==> src/rtl/julia_frame_dispatcher.sv <==
// Raster-walks a pixel grid, issues each pixel's initial z to one Julia core and streams the escape counts out.
// Latency: 4 cycles/pixel with a minimum-latency core; pix_ready_i low holds EMIT, stalling further core starts.
module julia_frame_dispatcher #(
    parameter int INTEGER_BITS    = 8,
    parameter int FRACTIONAL_BITS = 24,
    parameter int DATA_WIDTH      = INTEGER_BITS + FRACTIONAL_BITS,
    parameter int MAX_ITER_WIDTH  = 16,
    parameter int COORD_WIDTH     = 12
) (
    input  logic                         clk_i,
    input  logic                         rst_i,
    input  logic                         frame_start_i,
    input  logic [COORD_WIDTH-1:0]       width_i,
    input  logic [COORD_WIDTH-1:0]       height_i,
    input  logic signed [DATA_WIDTH-1:0] x0_i,
    input  logic signed [DATA_WIDTH-1:0] y0_i,
    input  logic signed [DATA_WIDTH-1:0] step_i,
    input  logic signed [DATA_WIDTH-1:0] cx_i,
    input  logic signed [DATA_WIDTH-1:0] cy_i,
    input  logic [MAX_ITER_WIDTH-1:0]    max_iter_i,
    output logic                         core_start_o,
    output logic [DATA_WIDTH-1:0]        core_zx_o,
    output logic [DATA_WIDTH-1:0]        core_zy_o,
    output logic [DATA_WIDTH-1:0]        core_cx_o,
    output logic [DATA_WIDTH-1:0]        core_cy_o,
    output logic [MAX_ITER_WIDTH-1:0]    core_max_iter_o,
    input  logic [MAX_ITER_WIDTH-1:0]    core_iter_i,
    input  logic                         core_done_i,
    output logic                         pix_valid_o,
    input  logic                         pix_ready_i,
    output logic [MAX_ITER_WIDTH-1:0]    pix_iter_o,
    output logic [COORD_WIDTH-1:0]       pix_x_o,
    output logic [COORD_WIDTH-1:0]       pix_y_o,
    output logic                         pix_last_o,
    output logic                         busy_o,
    output logic                         frame_done_o
);

    typedef enum logic [1:0] {IDLE, ISSUE, WAIT, EMIT} state_t;

    localparam logic [COORD_WIDTH-1:0] COORD_ONE = COORD_WIDTH'(1);

    state_t                    state_q, state_d;
    logic [COORD_WIDTH-1:0]    width_q, height_q, px_q, py_q;
    logic [DATA_WIDTH-1:0]     x0_q, step_q, zx_q, zy_q, cx_q, cy_q;
    logic [MAX_ITER_WIDTH-1:0] max_iter_q, iter_q;
    logic                      frame_done_q;
    logic                      accept, empty_frame, handshake, row_end, col_end, frame_end;

    assign accept      = (state_q == IDLE) && frame_start_i;
    assign empty_frame = (width_i == '0) || (height_i == '0);
    assign handshake   = (state_q == EMIT) && pix_ready_i;
    assign row_end     = (px_q == width_q - COORD_ONE);
    assign col_end     = (py_q == height_q - COORD_ONE);
    assign frame_end   = handshake && row_end && col_end;

    always_ff @(posedge clk_i) begin
        if (rst_i) begin
            state_q <= IDLE;
        end else begin
            state_q <= state_d;
        end
    end

    always_comb begin
        state_d      = state_q;
        core_start_o = 1'b0;
        pix_valid_o  = 1'b0;
        busy_o       = (state_q != IDLE);
        unique case (state_q)
            IDLE: begin
                if (frame_start_i && !empty_frame) begin
                    state_d = ISSUE;
                end
            end
            ISSUE: begin
                core_start_o = 1'b1;
                state_d      = WAIT;
            end
            // done is only trusted here: the core drops it on the start edge
            WAIT: begin
                if (core_done_i) begin
                    state_d = EMIT;
                end
            end
            EMIT: begin
                pix_valid_o = 1'b1;
                if (pix_ready_i) begin
                    state_d = (row_end && col_end) ? IDLE : ISSUE;
                end
            end
            default: state_d = IDLE;
        endcase
    end

    always_ff @(posedge clk_i) begin
        if (rst_i) begin
            width_q      <= '0;
            height_q     <= '0;
            x0_q         <= '0;
            step_q       <= '0;
            cx_q         <= '0;
            cy_q         <= '0;
            max_iter_q   <= '0;
            px_q         <= '0;
            py_q         <= '0;
            zx_q         <= '0;
            zy_q         <= '0;
            iter_q       <= '0;
            frame_done_q <= 1'b0;
        end else begin
            frame_done_q <= (accept && empty_frame) || frame_end;
            if (accept) begin
                width_q    <= width_i;
                height_q   <= height_i;
                x0_q       <= x0_i;
                step_q     <= step_i;
                cx_q       <= cx_i;
                cy_q       <= cy_i;
                max_iter_q <= max_iter_i;
                px_q       <= '0;
                py_q       <= '0;
                zx_q       <= x0_i;
                zy_q       <= y0_i;
            end
            if ((state_q == WAIT) && core_done_i) begin
                iter_q <= core_iter_i;
            end
            // imaginary axis runs downward, so each new row subtracts step
            if (handshake && !frame_end) begin
                if (!row_end) begin
                    px_q <= px_q + COORD_ONE;
                    zx_q <= zx_q + step_q;
                end else begin
                    px_q <= '0;
                    zx_q <= x0_q;
                    py_q <= py_q + COORD_ONE;
                    zy_q <= zy_q - step_q;
                end
            end
        end
    end

    assign core_zx_o       = zx_q;
    assign core_zy_o       = zy_q;
    assign core_cx_o       = cx_q;
    assign core_cy_o       = cy_q;
    assign core_max_iter_o = max_iter_q;
    assign pix_iter_o      = iter_q;
    assign pix_x_o         = px_q;
    assign pix_y_o         = py_q;
    assign pix_last_o      = (state_q == EMIT) && row_end && col_end;
    assign frame_done_o    = frame_done_q;

endmodule

==> config.mk <==
export PLATFORM = sky130hd
export DESIGN_NAME = julia_frame_dispatcher
export DESIGN_NICKNAME = d
export VERILOG_FILES = /design/src/rtl/julia_frame_dispatcher.sv
export SDC_FILE = /design/constraint.sdc
export NUM_CORES = 1
export LEC_CHECK = 0
export ABC_AREA = 1
export BUFFER_PORTS_ARGS = -buffer_cell sky130_fd_sc_hd__buf_4
export CAP_MARGIN = 0
export CORE_MARGIN = 8
export CORE_UTILIZATION = 36
export CTS_CLUSTER_DIAMETER = 100
export DETAILED_ROUTE_END_ITERATION = 12
export HOLD_SLACK_MARGIN = 0.12
export SYNTH_ARGS = -nofsm -noshare
export SYNTH_HDL_FRONTEND = slang
export SYNTH_SLANG_ARGS = --single-unit
export TNS_END_PERCENT = 20
==> constraint.sdc <==
create_clock -name clk_i -period 3.3 [get_ports clk_i]
set_input_delay 0.33 -clock clk_i [delete_from_list [all_inputs] [get_ports clk_i]]
set_output_delay 0.33 -clock clk_i [all_outputs]
set_load 0.005 [all_outputs]
==> impl_metrics.py, run 1 <==
metrics = {
    "pwr": {
        "leakage_uw": 0.0116,
        "power_frac_clock": 0.234,
        "pwr-share-comb": 0.473,
        "intPower_uw": 9190,
        "seqPwrFrac": 0.293,
        "p_per_area_mw_per_mm2": 690,
        "p_sw_frac": 0.422,
        "fin_total_pwr_uw": 15900,
        "power.switching_uw": 6720,
        "worst_ir_drop_vdd_mv": 0.509,
    },
    "floorplan": {
        "fp.dieH_um": 229,
        "core.rowCount": 78,
        "fp.dieW_um": 229,
        "num_io_pins": 410,
        "coreArea_mm2": 0.0452,
        "start_util": 0.363,
        "die_area_mm2": 0.0527,
    },
    "critical_path": {
        "r2r_cells": 16,
        "path_buf_inv": 2,
        "rr_startpoint": "width_q[0]$_SDFFE_PP0P_",
        "cp.required_ps": 2970,
        "crit_fanout": 6,
        "path_cells": "inv_1, ha_1, nand2_1, nor2_1, nand3_1, nand3_1, nand3_1, nor2_1, nand3_2, nor3_2, buf_4",
        "startpoint_type": "register",
        "cp_top_family": "simple AND/OR/NAND/NOR gates",
        "worst-setup-path-type": "register to primary output",
        "slowest_stage": "dfxtp_1",
        "cp_common_cell": "nand3_1",
        "max_stage_delay_ps": 310,
        "end_kind": "primary output",
        "rrSetupSlack_ps": 410,
        "worstReg2RegEnd": "core_zx_o[6]$_SDFFE_PP0P_",
        "arrival_ps": 2650,
    },
    "timing": {
        "fin_crit_sh": 0.902,
        "rsz0062_at_grt": "false",
        "setup_viol": 0,
        "timing.fmax_mhz": 336,
        "skew_ps": 17.6,
        "setup-tns-final_ps": 0,
        "hold_violations": 0,
        "period_needed_ps": 2980,
        "relSlewSlack": 0.391,
        "setup_slack_ps": 322,
        "tightest_slew_ps": 914,
        "drv_slew": 0,
    },
    "routing": {
        "vias": 18637,
        "viasPerCell": 4.97,
        "first_iter_violations": 1113,
        "wirelength_um": 63400,
        "wl_per_cell_um": 16.9,
        "drtPass1Iterations": 7,
        "ant_nets": 0,
        "drc": 0,
    },
    "yosys": {
        "ys_seq_elements": 275,
        "synth_mux_area_frac": 0.0183,
        "synthSimpleGateAreaFrac": 0.342,
        "synth_compound_area_frac": 0.126,
        "synth_top_family_by_area": "simple AND/OR/NAND/NOR gates",
        "synthXorXnorAreaFrac": 0.0336,
        "yosysUniqueCellTypes": 44,
        "syn_inst": 2564,
        "synth-seq-area-share": 0.336,
        "synth_fa_ha_area_frac": 0.0566,
        "syn_area_mm2": 0.0164,
        "avgSynthCellArea_um2": 6.40,
        "yosys_warnings": 0,
        "synth_fp_nets": 2858,
    },
    "grt": {
        "grt_use_total": 0.230,
        "grt_max_degree": 138,
        "grt_antenna_before_repair": 8,
        "grt_pass1_vias": 18777,
        "grt_pass1_wl_um": 99300,
        "overflow": 0,
    },
    "hold_path": {
        "min_from": "y0_i[3]",
        "hp-class": "input port to register",
        "hold_end": "core_zy_o[3]$_SDFF_PP0_",
        "hold_depth": 5,
    },
    "clock_tree": {
        "clkLatencyLatePin_ps": 540,
        "clk_pin_slew_ps": 60,
        "cts.sinks": 275,
        "numCtsBuffers": 35,
        "tritoncts": "done",
        "cts_buffer_depth": 3,
        "cts-root-buf": "clkbuf_16",
        "postCtsSetupBuffers": 0,
        "htreeDepth": 2,
    },
    "layout": {
        "fill_cells": 4407,
        "area_delta_synth_final_pct": 40.6,
        "nets": 3410,
        "drive_above_1_share": 0.165,
    },
    "placed_design": {
        "hpwl_um": 47500,
        "place_ws_ps": 428,
        "io_buffer_count": 409,
        "gp_congestion": 0.941,
    },
    "outcome": {
        "status": "finished clean",
    },
    "job": {
        "maxCapViolCount": 0,
    },
}
==> power by group through the flow <==
| stage | registers [uW] | logic (uW) | clock network (uW) |
|---|---|---|---|
| global placement | 4690 | 7250 | 0 |
| floorplan | 4560 | 4860 | 0 |
| global route | 4750 | 8480 | 3950 |
| CTS | 4650 | 7530 | 3820 |
| detailed placement | 4710 | 7310 | 0 |
| finish | 4660 | 7530 | 3720 |
==> timing repair <==
item,4_1_cts,5_1_grt
gates resized for setup,0,1
hold endpoints to repair,197,0
hold buffers,197,0
endpoints found under the setup margin,0,1
==> worst min-delay path: cells and delay by family <==
kind | cells | cell delay (ps)
AND/OR/NAND/NOR | 3 | 190
multiplexers | 1 | 50
buffers and inverters | 1 | 70
==> sequential cells by signal, summed over array words and instances, names as in the netlist, 16 cells and up <==
signal,flops
core_zx_o,32
pix_iter_o,16
core_max_iter_o,16
core_zy_o,32
step_q,32
core_cy_o,32
core_cx_o,32
x0_q,32
==> stage by stage <==
stage / util / hold WS [ps] / cells / instance area (um^2)
finish: 0.510 / 146 / 3750 / 23100
global route: 0.510 / 152 / 3750 / 23100
CTS: 0.510 / 122 / 3742 / 23000
detailed placement: 0.442 / 457 / 3482 / 20000
global placement: 0.442 / 451 / 3482 / 20000
floorplan: - / 442 / 2564 / 16400
==> cells in the mapped netlist <==
master    number  area (um^2)
xor2_1        45          394
nor2_2        17          106
o21ai_0      200         1000
fa_1           2         40.0
nor2_4         2         22.5
buf_2         14         70.1
clkbuf_1      69          259
buf_6          4         45.0
xnor2_1       18          158
dfxtp_1      275         5510
o21ai_1        7         35.0
nand2_1      705         2650
nand3b_1       7         52.6
and2_1         6         37.5
o211ai_1       2         15.0
clkbuf_2       1         5.00
buf_1         13         48.8
nor4_1         9         56.3
o21bai_1       6         45.0
mux2i_1       30          300
o21a_1         2         15.0
nand2_8        1         20.0
nand4_1       30          188
ha_1          71          888
buf_4          6         45.0
nor2_1       404         1520
inv_1        248          931
nand3_1      140          701
o22ai_1        3         18.8
nand3_4        1         17.5
o31ai_1        1         7.51
nand2_4        3         33.8
nor3_1        20          100
inv_2          4         15.0
clkinv_1       4         15.0
nand3_2        2         20.0
or2_2          5         31.3
nor2_8         3         60.1
a21o_1         1         7.51
buf_8          1         15.0
a31oi_1        1         6.26
o211a_1        1         10.0
a21boi_0       1         7.51
a21oi_1      179          896
==> routing by layer <==
layer / track usage / wire length [um] / up-vias
met5: 0 / 0 / -
met4: 0.0984 / 2410 / 0
met3: 0.0560 / 4650 / 133
met2: 0.385 / 29400 / 631
met1: 0.279 / 27000 / 8559
li1: - / - / 9314
==> worst max-delay path by stage <==
stage	start	endpoint	depth (start not counted)
6_report	height_q[0]$_SDFFE_PP0P_	pix_last_o	11
2_1_floorplan	width_q[0]$_SDFFE_PP0P_	core_zx_o[24]$_SDFFE_PP0P_	16
3_3_place_gp	width_q[0]$_SDFFE_PP0P_	core_zx_o[7]$_SDFFE_PP0P_	16
5_1_grt	width_q[0]$_SDFFE_PP0P_	core_zx_o[6]$_SDFFE_PP0P_	16
4_1_cts	height_q[0]$_SDFFE_PP0P_	pix_last_o	11
3_5_place_dp	width_q[0]$_SDFFE_PP0P_	core_zx_o[7]$_SDFFE_PP0P_	16
==> layout by cell type (no fill, tap or decap), types with 8 or more instances in the layout <==
cell | Yosys | routed
mux2i_1 | 30 | 30
inv_1 | 248 | 248
nor2_1 | 404 | 404
diode_2 | 0 | 8
dlygate4sd3_1 | 0 | 197
ha_1 | 71 | 71
xnor2_1 | 18 | 18
clkbuf_16 | 0 | 36
nand3_1 | 140 | 140
a21oi_1 | 179 | 179
nor2_2 | 17 | 17
o21ai_0 | 200 | 200
dfxtp_1 | 275 | 275
nand2_1 | 705 | 704
buf_4 | 6 | 419
clkbuf_1 | 69 | 12
xor2_1 | 45 | 45
nand4_1 | 30 | 30
nor4_1 | 9 | 9
nor3_1 | 20 | 19
==> area by class of cell <==
cell class	count	area, um^2	area share
tap	600	751	0.0325
inverter	256	966	0.0419
antenna	8	20.0	0.000868
clock inverter	8	58.8	0.00255
clock buffer	55	1040	0.0452
multi-input combinational	1925	9470	0.410
timing repair buffer	623	5260	0.228
sequential	275	5510	0.239
==> cells by family (layout without fill, tap and decap cells) <==
family,count (synthesis),in the layout
AO/OA/AOI/OAI,404,404
multiplexers,30,30
buffers and inverters,364,942
XOR/XNOR,63,63
adder cells (fa/ha/maj),73,73
flip-flops,275,275
AND/OR/NAND/NOR,1355,1355
other,0,8
(Power assumes the default switching activity.)
==> run 2, diff against run 1 <==
Settings changed: CORE_MARGIN 8 to 2.
==> impl_metrics.py, run 2 (synthesized netlist as in run 1, its figures left out) <==
metrics = {
    "routing": {
        "wirelength_um": 61400,
        "ant_nets": 0,
        "viasPerCell": 4.92,
        "wl_per_cell_um": 16.4,
        "first_iter_violations": 1265,
        "drtPass1Iterations": 5,
        "vias": 18461,
        "drc": 0,
    },
    "grt": {
        "grt_use_total": 0.254,
        "grt_pass1_vias": 18163,
        "grt_antenna_before_repair": 4,
        "grt_max_degree": 91,
        "grt_pass1_wl_um": 95800,
        "overflow": 0,
    },
    "clock_tree": {
        "hold_buffers": 202,
        "cts.sinks": 275,
        "tritoncts": "done",
        "numCtsBuffers": 35,
        "clk_pin_slew_ps": 60,
        "clkLatencyLatePin_ps": 550,
        "cts_buffer_depth": 3,
        "cts-root-buf": "clkbuf_16",
        "postCtsSetupBuffers": 0,
        "htreeDepth": 2,
        "cts-resized-gates": 0,
    },
    "pwr": {
        "power.switching_uw": 6730,
        "p_sw_frac": 0.413,
        "intPower_uw": 9580,
        "worst_ir_drop_vdd_mv": 0.455,
        "p_per_area_mw_per_mm2": 702,
        "pwr-share-comb": 0.464,
        "power_frac_clock": 0.250,
        "seqPwrFrac": 0.287,
        "leakage_uw": 0.0116,
    },
    "critical_path": {
        "cp_common_cell": "nand2_1",
        "slowest_stage": "nor3_1",
        "max_stage_delay_ps": 370,
        "end_kind": "primary output",
        "crit_fanout": 6,
        "worst-setup-path-type": "register to primary output",
        "arrival_ps": 2730,
        "path_cells": "inv_1, ha_1, nand2_1, nor2_1, nand3b_1, nand2_1, nand2_1, nor2_1, nand3_2, nor3_1, buf_4",
        "cp.required_ps": 2970,
        "startpoint_type": "register",
    },
    "placed_design": {
        "hpwl_um": 45600,
        "gp_congestion": 0.983,
        "placed_area_mm2": 0.0200,
        "io_buffer_count": 409,
        "place_ws_ps": 582,
    },
    "layout": {
        "fill_cells": 4459,
        "drive_above_1_share": 0.166,
        "multi_input_area_mm2": 0.00946,
        "mostFrequentLayoutCells": "nand2_1, buf_4, nor2_1, dfxtp_1, inv_1",
        "final_cell_area_mm2": 0.0232,
        "area_delta_synth_final_pct": 41.6,
        "seqCellArea_mm2": 0.00551,
        "final_common_cell": "nand2_1",
        "nets": 3417,
    },
    "timing": {
        "skew_ps": 10.0,
        "setup_slack_ps": 239,
        "relSlewSlack": 0.420,
        "setup_viol": 0,
        "fin_crit_sh": 0.927,
        "period_needed_ps": 3060,
        "setup-tns-final_ps": 0,
        "hold_violations": 0,
        "timing.fmax_mhz": 327,
        "drv_slew": 0,
        "tightest_slew_ps": 871,
        "rsz0062_at_grt": "false",
    },
    "floorplan": {
        "start_util": 0.363,
        "fp.dieH_um": 217,
        "core.rowCount": 78,
        "fp.dieW_um": 217,
        "coreArea_mm2": 0.0452,
        "die_area_mm2": 0.0473,
        "num_io_pins": 410,
    },
    "outcome": {
        "status": "finished clean",
    },
    "hold_path": {
        "hp-class": "input port to register",
    },
    "job": {
        "maxCapViolCount": 0,
    },
}
run 2: power by group through the flow:
| stage | registers (uW) | clock network, uW | logic [uW] |
|---|---|---|---|
| after floorplan | 4560 | 0 | 4860 |
| after global placement | 4700 | 0 | 7240 |
| after detailed placement | 4720 | 0 | 7300 |
| after CTS | 4660 | 4160 | 7530 |
| after global routing | 4750 | 4300 | 8520 |
| final | 4680 | 4070 | 7560 |
run 2: per-stage QoR:
stage / util / hold WS [ps] / cells / total power [uW]
final: 0.514 / 122 / 3750 / 16300
after global routing: 0.514 / 132 / 3750 / 17600
after CTS: 0.514 / 122 / 3746 / 16400
after detailed placement: 0.442 / 458 / 3484 / 12000
after global placement: 0.442 / 452 / 3484 / 11900
after floorplan: - / 442 / 2564 / 9430
run 2: layer usage:
layer / global-route usage / up-vias / wire (um)
li1: - / 9305 / -
met1: 0.315 / 8486 / 26300
met2: 0.426 / 544 / 28800
met3: 0.0570 / 126 / 4100
met4: 0.103 / 0 / 2240
met5: 0 / - / 0
run 2: layout make-up:
cell class | instances | share of cell area
antenna | 4 | 0.000431
clock buffer | 53 | 0.0458
clock inverter | 7 | 0.00646
inverter | 256 | 0.0416
multi-input combinational | 1925 | 0.407
sequential | 275 | 0.237
tap | 600 | 0.0323
timing repair buffer | 630 | 0.229
run 2: path summary, 6_finish.rpt:
kind         slack [ps]                         to                     start  cells after the start
max                 240                 pix_last_o  height_q[0]$_SDFFE_PP0P_                     11
min                 120     step_q[0]$_SDFFE_PP0P_                 step_i[0]                      3
min reg2reg         470      x0_q[18]$_SDFFE_PP0P_     x0_q[18]$_SDFFE_PP0P_                      2
max reg2reg         450  core_zx_o[3]$_SDFFE_PP0P_  height_q[0]$_SDFFE_PP0P_                     14
run 2: worst max-delay path, delay by kind of cell (launching register included):
| kind | cells | cell delay, ps |
|---|---|---|
| adder cells (fa/ha/maj) | 1 | 260 |
| buffers and inverters | 2 | 350 |
| flip-flops | 1 | 310 |
| AND/OR/NAND/NOR | 8 | 1250 |
